<file path="src/rtl/ifetch_unit_if.sv">
// rtl/ifetch_unit_if.sv - fetch unit bundle: PC, instruction memory and decoder signals
interface ifetch_unit_if #(
    parameter int ADDR_W = 30
);
    logic [31:0]       pc;
    logic              redirect;
    logic              imem_req;
    logic [ADDR_W-1:0] imem_addr;
    logic              imem_rvalid;
    logic [31:0]       imem_rdata;
    logic [31:0]       instr;
    logic [31:0]       instr_pc;
    logic              instr_valid;
    logic              dec_ready;
    logic              stall;
    logic              fetch_err;

    // Fetch unit side
    modport master (
        input  pc, redirect, imem_rvalid, imem_rdata, dec_ready,
        output imem_req, imem_addr, instr, instr_pc, instr_valid, stall, fetch_err
    );

    // PC register, instruction memory and decoder side
    modport slave (
        output pc, redirect, imem_rvalid, imem_rdata, dec_ready,
        input  imem_req, imem_addr, instr, instr_pc, instr_valid, stall, fetch_err
    );
endinterface

</file>
<file path="src/rtl/ifetch_unit.sv">
// rtl/ifetch_unit.sv - single-outstanding instruction fetch with watchdog and redirect
module ifetch_unit #(
    parameter int          ADDR_W    = 30,
    parameter int          TIMEOUT   = 16,
    parameter logic [31:0] NOP_INSTR = 32'h0000_0000
) (
    input  logic          clk,
    input  logic          rst_n,
    ifetch_unit_if.master bus
);

    typedef enum logic [1:0] {
        S_IDLE = 2'd0,
        S_WAIT = 2'd1,
        S_HOLD = 2'd2
    } state_t;

    // Last WAIT-cycle count value before the fetch is declared lost
    localparam logic [7:0] CNT_LAST = 8'(TIMEOUT - 1);

    state_t            r_state;
    logic              r_imem_req;
    logic [ADDR_W-1:0] r_imem_addr;
    logic [31:0]       r_req_pc;
    logic [7:0]        r_cnt;
    logic [31:0]       r_instr;
    logic [31:0]       r_instr_pc;
    logic              r_instr_valid;
    logic              r_fetch_err;

    state_t            w_state_nxt;
    logic              w_imem_req_nxt;
    logic [ADDR_W-1:0] w_imem_addr_nxt;
    logic [31:0]       w_req_pc_nxt;
    logic [7:0]        w_cnt_nxt;
    logic [31:0]       w_instr_nxt;
    logic [31:0]       w_instr_pc_nxt;
    logic              w_instr_valid_nxt;
    logic              w_fetch_err_nxt;
    logic [31:0]       w_pc_word;

    // Word-aligned view of the incoming PC; byte offset bits are dropped
    assign w_pc_word = {bus.pc[31:2], 2'b00};

    // State and datapath registers; reset drops any request and held instruction at once
    always_ff @(posedge clk or negedge rst_n) begin
        if (!rst_n) begin
            r_state       <= S_IDLE;
            r_imem_req    <= 1'b0;
            r_imem_addr   <= '0;
            r_req_pc      <= '0;
            r_cnt         <= '0;
            r_instr       <= '0;
            r_instr_pc    <= '0;
            r_instr_valid <= 1'b0;
            r_fetch_err   <= 1'b0;
        end else begin
            r_state       <= w_state_nxt;
            r_imem_req    <= w_imem_req_nxt;
            r_imem_addr   <= w_imem_addr_nxt;
            r_req_pc      <= w_req_pc_nxt;
            r_cnt         <= w_cnt_nxt;
            r_instr       <= w_instr_nxt;
            r_instr_pc    <= w_instr_pc_nxt;
            r_instr_valid <= w_instr_valid_nxt;
            r_fetch_err   <= w_fetch_err_nxt;
        end
    end

    // Next-state logic: issue in IDLE, collect or time out in WAIT, present in HOLD
    always_comb begin
        w_state_nxt       = r_state;
        w_imem_req_nxt    = r_imem_req;
        w_imem_addr_nxt   = r_imem_addr;
        w_req_pc_nxt      = r_req_pc;
        w_cnt_nxt         = r_cnt;
        w_instr_nxt       = r_instr;
        w_instr_pc_nxt    = r_instr_pc;
        w_instr_valid_nxt = r_instr_valid;
        w_fetch_err_nxt   = r_fetch_err;

        case (r_state)
            S_IDLE: begin
                w_imem_req_nxt  = 1'b1;
                w_imem_addr_nxt = w_pc_word[ADDR_W+1:2];
                w_req_pc_nxt    = w_pc_word;
                w_cnt_nxt       = '0;
                w_state_nxt     = S_WAIT;
            end
            S_WAIT: begin
                if (bus.redirect) begin
                    // Flush wins over a same-cycle response; the data is dropped
                    w_imem_req_nxt = 1'b0;
                    w_state_nxt    = S_IDLE;
                end else if (bus.imem_rvalid) begin
                    w_instr_nxt       = bus.imem_rdata;
                    w_instr_pc_nxt    = r_req_pc;
                    w_instr_valid_nxt = 1'b1;
                    w_imem_req_nxt    = 1'b0;
                    w_state_nxt       = S_HOLD;
                end else if (r_cnt == CNT_LAST) begin
                    // Memory never answered: hand the decoder a NOP and flag it
                    w_instr_nxt       = NOP_INSTR;
                    w_instr_pc_nxt    = r_req_pc;
                    w_instr_valid_nxt = 1'b1;
                    w_fetch_err_nxt   = 1'b1;
                    w_imem_req_nxt    = 1'b0;
                    w_state_nxt       = S_HOLD;
                end else begin
                    w_cnt_nxt = r_cnt + 8'd1;
                end
            end
            S_HOLD: begin
                if (bus.dec_ready || bus.redirect) begin
                    w_instr_valid_nxt = 1'b0;
                    w_state_nxt       = S_IDLE;
                end
            end
            default: begin
                w_state_nxt = S_IDLE;
            end
        endcase
    end

    assign bus.imem_req    = r_imem_req;
    assign bus.imem_addr   = r_imem_addr;
    assign bus.instr       = r_instr;
    assign bus.instr_pc    = r_instr_pc;
    assign bus.instr_valid = r_instr_valid;
    assign bus.fetch_err   = r_fetch_err;
    // PC may only advance on the edge that completes the decoder handshake
    assign bus.stall       = ~(r_instr_valid & bus.dec_ready);

endmodule

</file>
<file path="src/flat_wrapper.sv">
// flat-port wrapper written by rule: the top's interface ports become plain ports
module ifetch_unit_flat 
#(
    parameter int          ADDR_W    = 30,
    parameter int          TIMEOUT   = 16,
    parameter logic [31:0] NOP_INSTR = 32'h0000_0000
)
  (clk, rst_n, bus_pc, bus_redirect, bus_imem_rvalid, bus_imem_rdata, bus_dec_ready, bus_imem_req, bus_imem_addr, bus_instr, bus_instr_pc, bus_instr_valid, bus_stall, bus_fetch_err);
  ifetch_unit_if #(.ADDR_W(ADDR_W)) bus_i ();
  input  logic clk;
  input  logic rst_n;
  input wire logic [$bits(bus_i.pc)-1:0] bus_pc;
  input wire logic [$bits(bus_i.redirect)-1:0] bus_redirect;
  input wire logic [$bits(bus_i.imem_rvalid)-1:0] bus_imem_rvalid;
  input wire logic [$bits(bus_i.imem_rdata)-1:0] bus_imem_rdata;
  input wire logic [$bits(bus_i.dec_ready)-1:0] bus_dec_ready;
  output wire logic [$bits(bus_i.imem_req)-1:0] bus_imem_req;
  output wire logic [$bits(bus_i.imem_addr)-1:0] bus_imem_addr;
  output wire logic [$bits(bus_i.instr)-1:0] bus_instr;
  output wire logic [$bits(bus_i.instr_pc)-1:0] bus_instr_pc;
  output wire logic [$bits(bus_i.instr_valid)-1:0] bus_instr_valid;
  output wire logic [$bits(bus_i.stall)-1:0] bus_stall;
  output wire logic [$bits(bus_i.fetch_err)-1:0] bus_fetch_err;
  assign bus_i.pc = bus_pc;
  assign bus_i.redirect = bus_redirect;
  assign bus_i.imem_rvalid = bus_imem_rvalid;
  assign bus_i.imem_rdata = bus_imem_rdata;
  assign bus_i.dec_ready = bus_dec_ready;
  assign bus_imem_req = bus_i.imem_req;
  assign bus_imem_addr = bus_i.imem_addr;
  assign bus_instr = bus_i.instr;
  assign bus_instr_pc = bus_i.instr_pc;
  assign bus_instr_valid = bus_i.instr_valid;
  assign bus_stall = bus_i.stall;
  assign bus_fetch_err = bus_i.fetch_err;
  ifetch_unit #(.ADDR_W(ADDR_W), .TIMEOUT(TIMEOUT), .NOP_INSTR(NOP_INSTR)) u_core (.clk(clk), .rst_n(rst_n), .bus(bus_i));
endmodule
</file>
<file path="config.mk">
export PLATFORM = sky130hd
export DESIGN_NAME = ifetch_unit_flat
export DESIGN_NICKNAME = d
export VERILOG_FILES = /design/src/rtl/ifetch_unit_if.sv /design/src/rtl/ifetch_unit.sv /design/src/flat_wrapper.sv
export SDC_FILE = /design/constraint.sdc
export NUM_CORES = 1
export LEC_CHECK = 0
export ABC_AREA = 1
export BUFFER_PORTS_ARGS = -buffer_cell sky130_fd_sc_hd__buf_2
export CORE_ASPECT_RATIO = 1.2
export CORE_MARGIN = 2
export CORE_UTILIZATION = 49
export CTS_BUF_LIST = sky130_fd_sc_hd__clkbuf_8 sky130_fd_sc_hd__clkbuf_16
export DETAILED_ROUTE_END_ITERATION = 12
export GPL_ROUTABILITY_DRIVEN = 0
export PLACE_DENSITY = 0.81
export SYNTH_ARGS = -nofsm -noshare
export SYNTH_HDL_FRONTEND = slang
export SYNTH_SLANG_ARGS = --single-unit
</file>
<file path="constraint.sdc">
create_clock -name clk -period 1.6 [get_ports clk]
set_input_delay 0.16 -clock clk [delete_from_list [all_inputs] [get_ports clk]]
set_output_delay 0.16 -clock clk [all_outputs]
set_load 0.1 [all_outputs]
</file>
## After elaboration in Yosys (flattened, before gate mapping)

Index checks and enable logic that the tools add are counted.

- Reductions and logical operators: 11
- Bitwise logic cells: 4
- Equal/unequal tests: 9
- Muxes and demuxes: 22
- $add $sub $neg: 1

Operators by type and width:

| cell | count |
|---|---|
| $mux W32 | 4 |
| $mux W8 | 3 |
| $pmux W8 S2 | 1 |
| $reduce_and A4 Y1 | 3 |
| $add A8 B1 Y8 const B | 1 |
| $eq A8 B4 Y1 const B | 1 |
| $mux W2 | 4 |
| $mux W1 | 7 |
| $ne A2 B2 Y1 const B | 3 |
| $pmux W2 S3 | 1 |
| $reduce_bool A2 Y1 | 3 |
| $ne A4 B3 Y1 const B | 1 |
| $pmux W1 S2 | 2 |
| $reduce_and A2 Y1 | 2 |
| $ne A3 B2 Y1 const B | 1 |
| $not A1 Y1 | 3 |
| $reduce_and A3 Y1 | 1 |
| $eq A2 B1 Y1 const B | 1 |
| $eq A2 B2 Y1 const B | 1 |
| $logic_not A2 Y1 | 1 |
| $ne A2 B1 Y1 const B | 1 |
| $and A1 B1 Y1 | 1 |
| $logic_or A1 B1 Y1 | 1 |

- Flip-flop bits (word level): 107
- Output and inout bits: 98
- Logic and storage cells: 55

## Depth between registers and ports, before layout

Gate-level depths: netlist (run 1).

- Depth after elaboration: 5
- Mapped depth: 9
- Mapped depth without buffers: 8

## Worst setup path after synthesis (run 1)

Ideal clock, no wire load.

- Path type: register -> output
- Start: register u_core.r_instr_valid (netlist: u_core.bus.instr_valid)
- End: output bus_stall
- Slack: -0.276 ns
- Cell stages (with the launch flop): 2
- Path buffers: 0
- Data required time: 1.440 ns
- Arrival time: 1.716 ns
- Cell sequence: dfrtp_1 -> nand2_1

- Word-level cells in the longest chain between the ends: 2

RTL lines:

| what | RTL line | RTL |
|---|---|---|
| start, declared | ifetch_unit.sv:28 | `logic r_instr_valid;` |
| start signal, assigned | ifetch_unit.sv:65 | `r_instr_valid <= w_instr_valid_nxt;` |
| $and A1 B1 Y1 | ifetch_unit.sv:132 | `assign bus.stall = ~(r_instr_valid & bus.dec_ready);` |
| $not A1 Y1 | ifetch_unit.sv:132 |  |
| end, declared | flat_wrapper.sv:22 | `output wire logic [$bits(bus_i.stall)-1:0] bus_stall;` |

No other way between the ends.

## Final worst setup path (run 1)

- Start: register u_core.r_cnt[0]
- End: register u_core.r_instr_pc[21] (netlist: u_core.bus.instr_pc[21])

- Word-level cells in the longest chain between the ends: 3

RTL lines:

| what | RTL line | RTL |
|---|---|---|
| start, declared | ifetch_unit.sv:25 | `logic [7:0] r_cnt;` |
| start signal, assigned | ifetch_unit.sv:62 | `r_cnt <= w_cnt_nxt;` |
| $eq A8 B4 Y1 | ifetch_unit.sv:101 | `end else if (r_cnt == CNT_LAST) begin` |
| $reduce_bool A2 Y1 (no source line) | - |  |
| $reduce_and A3 Y1 (no source line) | - |  |
| end signal, assigned | ifetch_unit.sv:64 | `r_instr_pc <= w_instr_pc_nxt;` |
| end, declared | ifetch_unit.sv:27 | `logic [31:0] r_instr_pc;` |

No other way between the ends.
A chain may end at the register's enable or synchronous reset.

==> impl_metrics.tcl, run 1 <==
set metrics [dict create \
    cts_root_buf "clkbuf_8" \
    grt_pass1_wl_um 19980 \
    min_period_ns 1.588 \
    path_max_fanout 33 \
    antenna_cells 0 \
    overflow 0 \
    setup_violations 0 \
    layout_commonest_cell "nand2_1" \
    hpwlAfterDp_um 7557 \
    dieArea_um2 9747 \
    h-tree-depth 3 \
    num_vias 4303 \
    die_h_um 107.8 \
    avgSynthCellArea_um2 8.535 \
    synth_cells 515 \
    routed_wl_um 12530 \
    rrSetupSlack_ns 0.01 \
    io_pins 167 \
    seq_area_frac_synth 0.5978 \
    crit_type "reg2reg" \
    numCtsBuffers 9 \
    synth_area_leaders "dfrtp_1 60%, nand2_1 25%, nand3_1 5.2%" \
    synth-seq-cells 105 \
    cts.sinks 105 \
    synth_cell_types 22 \
    hold_viol 0 \
    final_nets 814 \
    io_buffers 162 \
    grt_pass1_vias 4273 \
    antenna_found_initial 0 \
    timing.hold.ws_ns 0.01644 \
    drive_gt1_frac 0.2882 \
    clk-insertion-delay-late_ns 0.37 \
    clockBufferDepth 2 \
    cap_violations 0 \
    slew_headroom 0.6609 \
    ant_nets 0 \
    cts_tree "yes" \
    critical_path_arrival_ns 1.84 \
    drc_errors 0 \
    core-area_um2 8657 \
    outcome "finished, final reports clean" \
    start_util 0.5077 \
    synth_top_cell_by_area "dfrtp_1" \
    drt_iter0_markers 350 \
    start_kind "flip-flop" \
    avgRoutedWirePerCell_um 14.52 \
    clk_pin_slew_ns 0.11 \
    fmax_ghz 0.6299 \
    syn2layout_area_growth_pct 41.76 \
    rsz0062_at_grt "true" \
    chipWidth_um 90.46 \
    synth_top_area_share 0.5978 \
    fillers 620 \
    holdCritPathClass "in2reg" \
    tightest_slew_ns 0.5122 \
    grt_start_max_net_pins 42 \
    fin_skew_ns 0.01684 \
    grtUsageTotal 0.2587 \
    slew_violations 0 \
    syn_area_um2 4395 \
    dr.pass1.iters 7 \
    vias_per_cell 4.986 \
    cp.required_ns 1.86 \
    end_kind "flip-flop" \
    final_cell_mix "287 x nand2_1, 161 x buf_2, 104 x dfrtp_1" \
    yosysWarnings 0 \
    rows 37 \
    fin_crit_sh 0.9922 \
]
-- layout make-up --
cell class / instances / area (um2) / share of cell area
Tap cell: 117 / 146.4 / 0.02349
Clock inverter: 7 / 70.07 / 0.01124
Sequential cell: 105 / 2629 / 0.4219
Multi-Input combinational cell: 369 / 1582 / 0.2538
Inverter: 17 / 66.31 / 0.01064
Timing Repair Buffer: 239 / 1614 / 0.2590
Clock buffer: 9 / 123.9 / 0.01988
-- cell usage after synthesis, drive strengths merged --
cell	number
nor2	15
xor2	1
clkbuf	12
o21ai	3
nand2	292
or2	1
nand3	46
clkinv	1
nor3	2
nand4	1
o21bai	2
conb	1
dfrtp	105
ha	4
buf	13
inv	16
-- kinds of logic after synthesis --
group / share of synthesized area
other: 0.0008532
adder cells (fa/ha/maj): 0.01139
flip-flops: 0.5978
AO/OA/AOI/OAI: 0.007685
XOR/XNOR: 0.001993
AND/OR/NAND/NOR: 0.3288
buffers and inverters: 0.05152
-- worst paths after layout --
kind,from,end,cells past startpoint
max in group asynchronous,rst_n,u_core.bus.imem_addr[20],3
min in group asynchronous,rst_n,u_core.bus.imem_addr[9],2
worst max register to register,u_core.r_cnt[0],u_core.bus.instr_pc[21],9
worst min register to register,u_core.bus.instr_pc[30],u_core.bus.instr_pc[30],2
worst min-delay path,bus_pc[25],u_core.bus.imem_addr[23],3
worst max-delay path,u_core.r_cnt[0],u_core.bus.instr_pc[21],9
-- layer usage --
layer,routed length [um],track usage
met1,4727,0.2953
met2,6615,0.4622
met3,777,0.04412
met4,408,0.1418
met5,0,0
-- metrics by stage --
| stage | instances | util | worst slack [ns] | instance area [um2] | setup TNS, ns |
|---|---|---|---|---|---|
| CTS | 857 | 0.7086 | 0.02891 | 6135 | 0 |
| finish | 863 | 0.7198 | 0.01242 | 6231 | 0 |
| detailed placement | 789 | 0.6261 | 0.04649 | 5420 | 0 |
| global route | 863 | 0.7198 | -0.05198 | 6231 | -0.5531 |
| global placement | 789 | 0.6261 | 0.08553 | 5420 | 0 |
| floorplan | 516 | - | 0.1402 | 4403 | 0 |
-- state kept, by name, indices dropped and copies added (netlist names) --
| signal | flops |
|---|---|
| u_core.bus.imem_req | 1 |
| u_core.bus.instr | 32 |
| u_core.r_state | 2 |
| u_core.bus.instr_valid | 1 |
| u_core.bus.instr_pc | 30 |
| u_core.bus.fetch_err | 1 |
| u_core.bus.imem_addr | 30 |
| u_core.r_cnt | 8 |
-- timing repair --
item,4_1_cts,5_1_grt
buffers inserted,0,5
hold buffers,52,0
endpoints found under the hold margin,85,0
resized for setup,0,8
endpoints found under the setup margin,0,71
-- critical path, cell delays in order, from the launching register on --
cell and delay (ns):
dfrtp_1 0.42, ha_4 0.17, nand2_4 0.06, nor2_4 0.16, nand4_4 0.11, nand2_4 0.12
nand2_8 0.08, buf_12 0.17, nand2_1 0.09, nand2_1 0.08
Power of run 1 is not shown: default switching activity piles up to over one toggle a cycle in this logic, so the estimate is an artifact.
==> run 2: changes to the inputs <==
--- a/config.mk
+++ b/config.mk
@@ -9,11 +9,11 @@
 export BUFFER_PORTS_ARGS = -buffer_cell sky130_fd_sc_hd__buf_2
 export CORE_ASPECT_RATIO = 1.2
 export CORE_MARGIN = 2
-export CORE_UTILIZATION = 49
+export CORE_UTILIZATION = 25
 export CTS_BUF_LIST = sky130_fd_sc_hd__clkbuf_8 sky130_fd_sc_hd__clkbuf_16
 export DETAILED_ROUTE_END_ITERATION = 12
 export GPL_ROUTABILITY_DRIVEN = 0
-export PLACE_DENSITY = 0.81
+export PLACE_DENSITY = 0.47
 export SYNTH_ARGS = -nofsm -noshare
 export SYNTH_HDL_FRONTEND = slang
 export SYNTH_SLANG_ARGS = --single-unit
==> run 2 against run 1 <==
  * Critical endpoint is now u_core.bus.instr[24]
  * Global-route usage shrank 13 points
  * Cell count grew 8.2%
  * Register-to-register slack gained 0.09 ns
  * Wire length shrank 5.9%
  * Sequential share of layout area grew 0.50 points
  * First-iteration DRC count shrank 61%
  * Final area shrank 1.2%
  * Core utilization shrank 37 points
  * Worst hold slack lost 0.0050 ns
==> impl_metrics.tcl, run 2 (synthesized netlist as in run 1, its figures left out) <==
set metrics [dict create \
    crit_chain "ha_2, nand2_4, nor2_4, nand4_4, nand2_4, nand2_4, buf_12, nand2_1, nand2_1" \
    io_pins 167 \
    worst-path-buf-inv 1 \
    largest_reg_flops 32 \
    holdCritPathClass "in2reg" \
    rrSetupSlack_ns 0.10 \
    cp.required_ns 1.84 \
    clk_pin_slew_ns 0.08 \
    grtUsageTotal 0.1270 \
    fin_crit_sh 0.9353 \
    die_h_um 149.3 \
    drt_iter0_markers 136 \
    numCtsBuffers 9 \
    start_kind "flip-flop" \
    cts_root_buf "clkbuf_16" \
    slew_violations 0 \
    dieArea_um2 18660 \
    slew_headroom 0.6438 \
    place_inst 890 \
    grt_start_max_net_pins 47 \
    hold_viol 0 \
    grt_pass1_wl_um 18930 \
    layout_commonest_cell "nand2_1" \
    final_nets 782 \
    start_util 0.2530 \
    crit_top_cell "nand2_4" \
    path_delay_family "simple AND/OR/NAND/NOR gates" \
    outcome "finished, final reports clean" \
    clockBufferDepth 2 \
    cts.sinks 105 \
    io_buffers 162 \
    fin_skew_ns 0.01108 \
    syn2layout_area_growth_pct 40.11 \
    cp_slowest_cell "dfrtp_1" \
    num_vias 3932 \
    avgRoutedWirePerCell_um 12.62 \
    clk-insertion-delay-late_ns 0.35 \
    critical_path_arrival_ns 1.74 \
    grt_pass1_vias 3781 \
    rows 53 \
    fillers 1808 \
    final_cell_mix "287 x nand2_1, 161 x buf_2, 104 x dfrtp_1" \
    cts_tree "yes" \
    end_kind "flip-flop" \
    dr.pass1.iters 4 \
    overflow 0 \
    antenna_cells 0 \
    ant_nets 0 \
    core-area_um2 17370 \
    setup_violations 0 \
    antenna_found_initial 0 \
    layoutNonFillerInstCount 934 \
    path_max_fanout 37 \
    routed_wl_um 11790 \
    crit_type "reg2reg" \
    vias_per_cell 4.210 \
    cap_violations 0 \
    timing.hold.ws_ns 0.01144 \
    drc_errors 0 \
    fmax_ghz 0.6682 \
    post-place-ws_ns 0.05576 \
    min_period_ns 1.496 \
    slowest_delay_ns 0.35 \
    drive_gt1_frac 0.2969 \
    utilization 0.3545 \
    setup_ws_ns 0.1035 \
    chipWidth_um 125.0 \
    h-tree-depth 3 \
    hpwlAfterDp_um 8141 \
    tightest_slew_ns 0.5380 \
]
==> run 2: changes by cell type in the layout (fill, tap and decap cells not counted), sizes merged <==
cell	change
buf	-3
inv	-2
dlygate4sd3	-28
clkinvlp	+1
==> run 2: metal layers <==
metal  GRT usage  vias up  part of all wire
li1            -     1968                 -
met1      0.1600     1823              0.44
met2      0.2054      127              0.47
met3     0.03479       14             0.067
met4     0.05500        0             0.018
met5           0        -                 0
==> run 2: metrics by stage <==
stage               area, um2  setup TNS [ns]
finish                   6158               0
global route             6158        -0.01251
CTS                      6092               0
detailed placement       5547               0
global placement         5547               0
floorplan                4403               0
==> run 2: final cells by class <==
class / instances / area, um2 / share of cell area
Timing Repair Buffer: 207 / 1310 / 0.2127
Clock inverter: 6 / 66.31 / 0.01077
Inverter: 17 / 63.81 / 0.01036
Sequential cell: 105 / 2629 / 0.4269
Tap cell: 220 / 275.3 / 0.04470
Multi-Input combinational cell: 369 / 1575 / 0.2558
Clock buffer: 10 / 239.0 / 0.03881
==> run 2: final timing paths <==
path                                                  to                 start  depth (start not counted)
min in group asynchronous            u_core.bus.imem_req                 rst_n                          2
worst max-delay path                u_core.bus.instr[24]       u_core.r_cnt[0]                          9
max in group asynchronous       u_core.bus.imem_addr[25]                 rst_n                          3
worst min-delay path            u_core.bus.imem_addr[16]            bus_pc[18]                          3
worst max register to register      u_core.bus.instr[24]       u_core.r_cnt[0]                          9
worst min register to register      u_core.bus.instr[14]  u_core.bus.instr[14]                          2
==> run 2: what timing repair did <==
action	in CTS	in global routing
hold endpoints to repair	46	0
setup endpoints to repair	0	67
hold buffers	24	0
resized for setup	0	11
buffers inserted	0	3
==> run 2: worst register-to-register path, stage by stage (launching register included) <==
cell,delay [ns]
dfrtp_1,0.35
ha_2,0.21
nand2_4,0.07
nor2_4,0.16
nand4_4,0.11
nand2_4,0.11
nand2_4,0.07
buf_12,0.18
nand2_1,0.09
nand2_1,0.05
Power of run 2 is left out for the same reason.
==> run 3: changes to the inputs <==
--- a/config.mk
+++ b/config.mk
@@ -13,7 +13,6 @@
 export CTS_BUF_LIST = sky130_fd_sc_hd__clkbuf_8 sky130_fd_sc_hd__clkbuf_16
 export DETAILED_ROUTE_END_ITERATION = 12
 export GPL_ROUTABILITY_DRIVEN = 0
-export PLACE_DENSITY = 0.47
 export SYNTH_ARGS = -nofsm -noshare
 export SYNTH_HDL_FRONTEND = slang
 export SYNTH_SLANG_ARGS = --single-unit
==> run 3 against run 2 <==
  * Register-to-register slack about the same
  * Clock skew about the same
  * Wire length increased by 3.5%
  * Cell count increased by 3.4%
  * Via count increased by 2.2%
  * Largest cell class unchanged
==> impl_metrics.tcl, run 3 (synthesized netlist as in run 1, its figures left out) <==
set metrics [dict create \
    worstRegToRegCells 9 \
    timing.hold.ws_ns 0.01444 \
    routed_wl_um 12190 \
    grt_pass1_wl_um 19510 \
    layout_commonest_cell "nand2_1" \
    clk-insertion-delay-late_ns 0.36 \
    overflow 0 \
    crit_type "reg2reg" \
    critical_path_arrival_ns 1.74 \
    numCtsBuffers 9 \
    io_pins 167 \
    fillers 1779 \
    tightest_slew_ns 0.5889 \
    setup_violations 0 \
    cts_root_buf "clkbuf_16" \
    dr.pass1.iters 4 \
    core-area_um2 17370 \
    largest_reg_flops 32 \
    clk_pin_slew_ns 0.08 \
    start_util 0.2530 \
    slew_violations 0 \
    utilization 0.3697 \
    grt_pass1_vias 3816 \
    drt_iter0_markers 158 \
    holdCritPathClass "in2reg" \
    final_nets 814 \
    end_kind "flip-flop" \
    cp.required_ns 1.84 \
    clockBufferDepth 2 \
    multiInputGateArea_um2 1573 \
    hpwlAfterDp_um 8092 \
    path_max_fanout 26 \
    min_period_ns 1.496 \
    fin_crit_sh 0.9351 \
    final_cell_mix "286 x nand2_1, 161 x buf_2, 104 x dfrtp_1" \
    ant_nets 0 \
    fin_skew_ns 0.01060 \
    fmax_ghz 0.6683 \
    grtUsageTotal 0.1314 \
    drc_errors 0 \
    register_area_um2 2629 \
    rows 53 \
    grt_start_max_net_pins 106 \
    min_path_cells 3 \
    num_vias 4018 \
    avgRoutedWirePerCell_um 12.62 \
    outcome "finished, final reports clean" \
    drive_gt1_frac 0.2895 \
    antenna_found_initial 0 \
    vias_per_cell 4.159 \
    start_kind "flip-flop" \
    chipWidth_um 125.0 \
    cap_violations 0 \
    antenna_cells 0 \
    die_h_um 149.3 \
    h-tree-depth 3 \
    dieArea_um2 18660 \
    cts_tree "yes" \
    slew_headroom 0.6074 \
    cts.sinks 105 \
    syn2layout_area_growth_pct 46.14 \
    rsz0062_at_grt "true" \
    hold_viol 0 \
    io_buffers 162 \
]
## run 3: cell count changes in the layout (fill, tap and decap cells not counted), moves of 2 or more
cell	before	now
dlygate4sd3_1	24	51
buf_6	1	3
buf_12	7	5
buf_4	13	19
inv_8	0	2
## run 3: worst max-delay path, cell delays in order (launching register included)
cell and delay, ns:
dfrtp_1 0.40, ha_4 0.17, nand2_4 0.06, nor2_4 0.15, nand4_4 0.12, nand2_4 0.11
nand2_4 0.08, buf_12 0.17, nand2_1 0.07, nand2_1 0.05
## run 3: stage by stage
| stage | setup TNS [ns] | cell area (um2) | std cells | setup WS (ns) |
|---|---|---|---|---|
| 2_1_floorplan | 0 | 4403 | 516 | 0.1402 |
| 6_report | 0 | 6424 | 966 | 0.1038 |
| 3_3_place_gp | 0 | 5559 | 895 | 0.09134 |
| 5_1_grt | -0.07618 | 6424 | 966 | -0.01603 |
| 3_5_place_dp | 0 | 5559 | 895 | 0.03767 |
| 4_1_cts | 0 | 6360 | 962 | 0.01389 |
## run 3: cell type report
type / count / share of cell area
clock buffers: 10 / 0.03720
well taps: 220 / 0.04285
clock inverters: 6 / 0.007986
flip-flops and latches: 105 / 0.4092
inverters: 17 / 0.009934
repair buffers: 239 / 0.2480
multi-input cells: 369 / 0.2448
## run 3: worst paths after layout
kind / startpoint / endpoint / slack (ns)
setup / recovery: u_core.r_cnt[0] / u_core.bus.instr[29] / 0.10
hold / removal: bus_imem_rdata[5] / u_core.bus.instr[5] / 0.01
setup reg to reg: u_core.r_cnt[0] / u_core.bus.instr[29] / 0.10
hold reg to reg: u_core.bus.imem_req / u_core.bus.imem_req / 0.47
max in group asynchronous: rst_n / u_core.bus.instr_pc[2] / 0.72
min in group asynchronous: rst_n / u_core.bus.imem_req / 0.42
## run 3: metal layers
| metal | global-route usage | vias to the layer above | part of all wire |
|---|---|---|---|
| li1 | - | 2028 | - |
| met1 | 0.1580 | 1829 | 0.43 |
| met2 | 0.2269 | 144 | 0.49 |
| met3 | 0.02654 | 17 | 0.057 |
| met4 | 0.06111 | 0 | 0.022 |
| met5 | 0 | - | 0 |
## run 3: what timing repair did
action,in CTS,in global routing
setup endpoints to repair,0,72
buffers inserted,0,4
hold endpoints to repair,155,0
hold buffers,51,0
resized for setup,0,8
Power of run 3 is left out for the same reason.
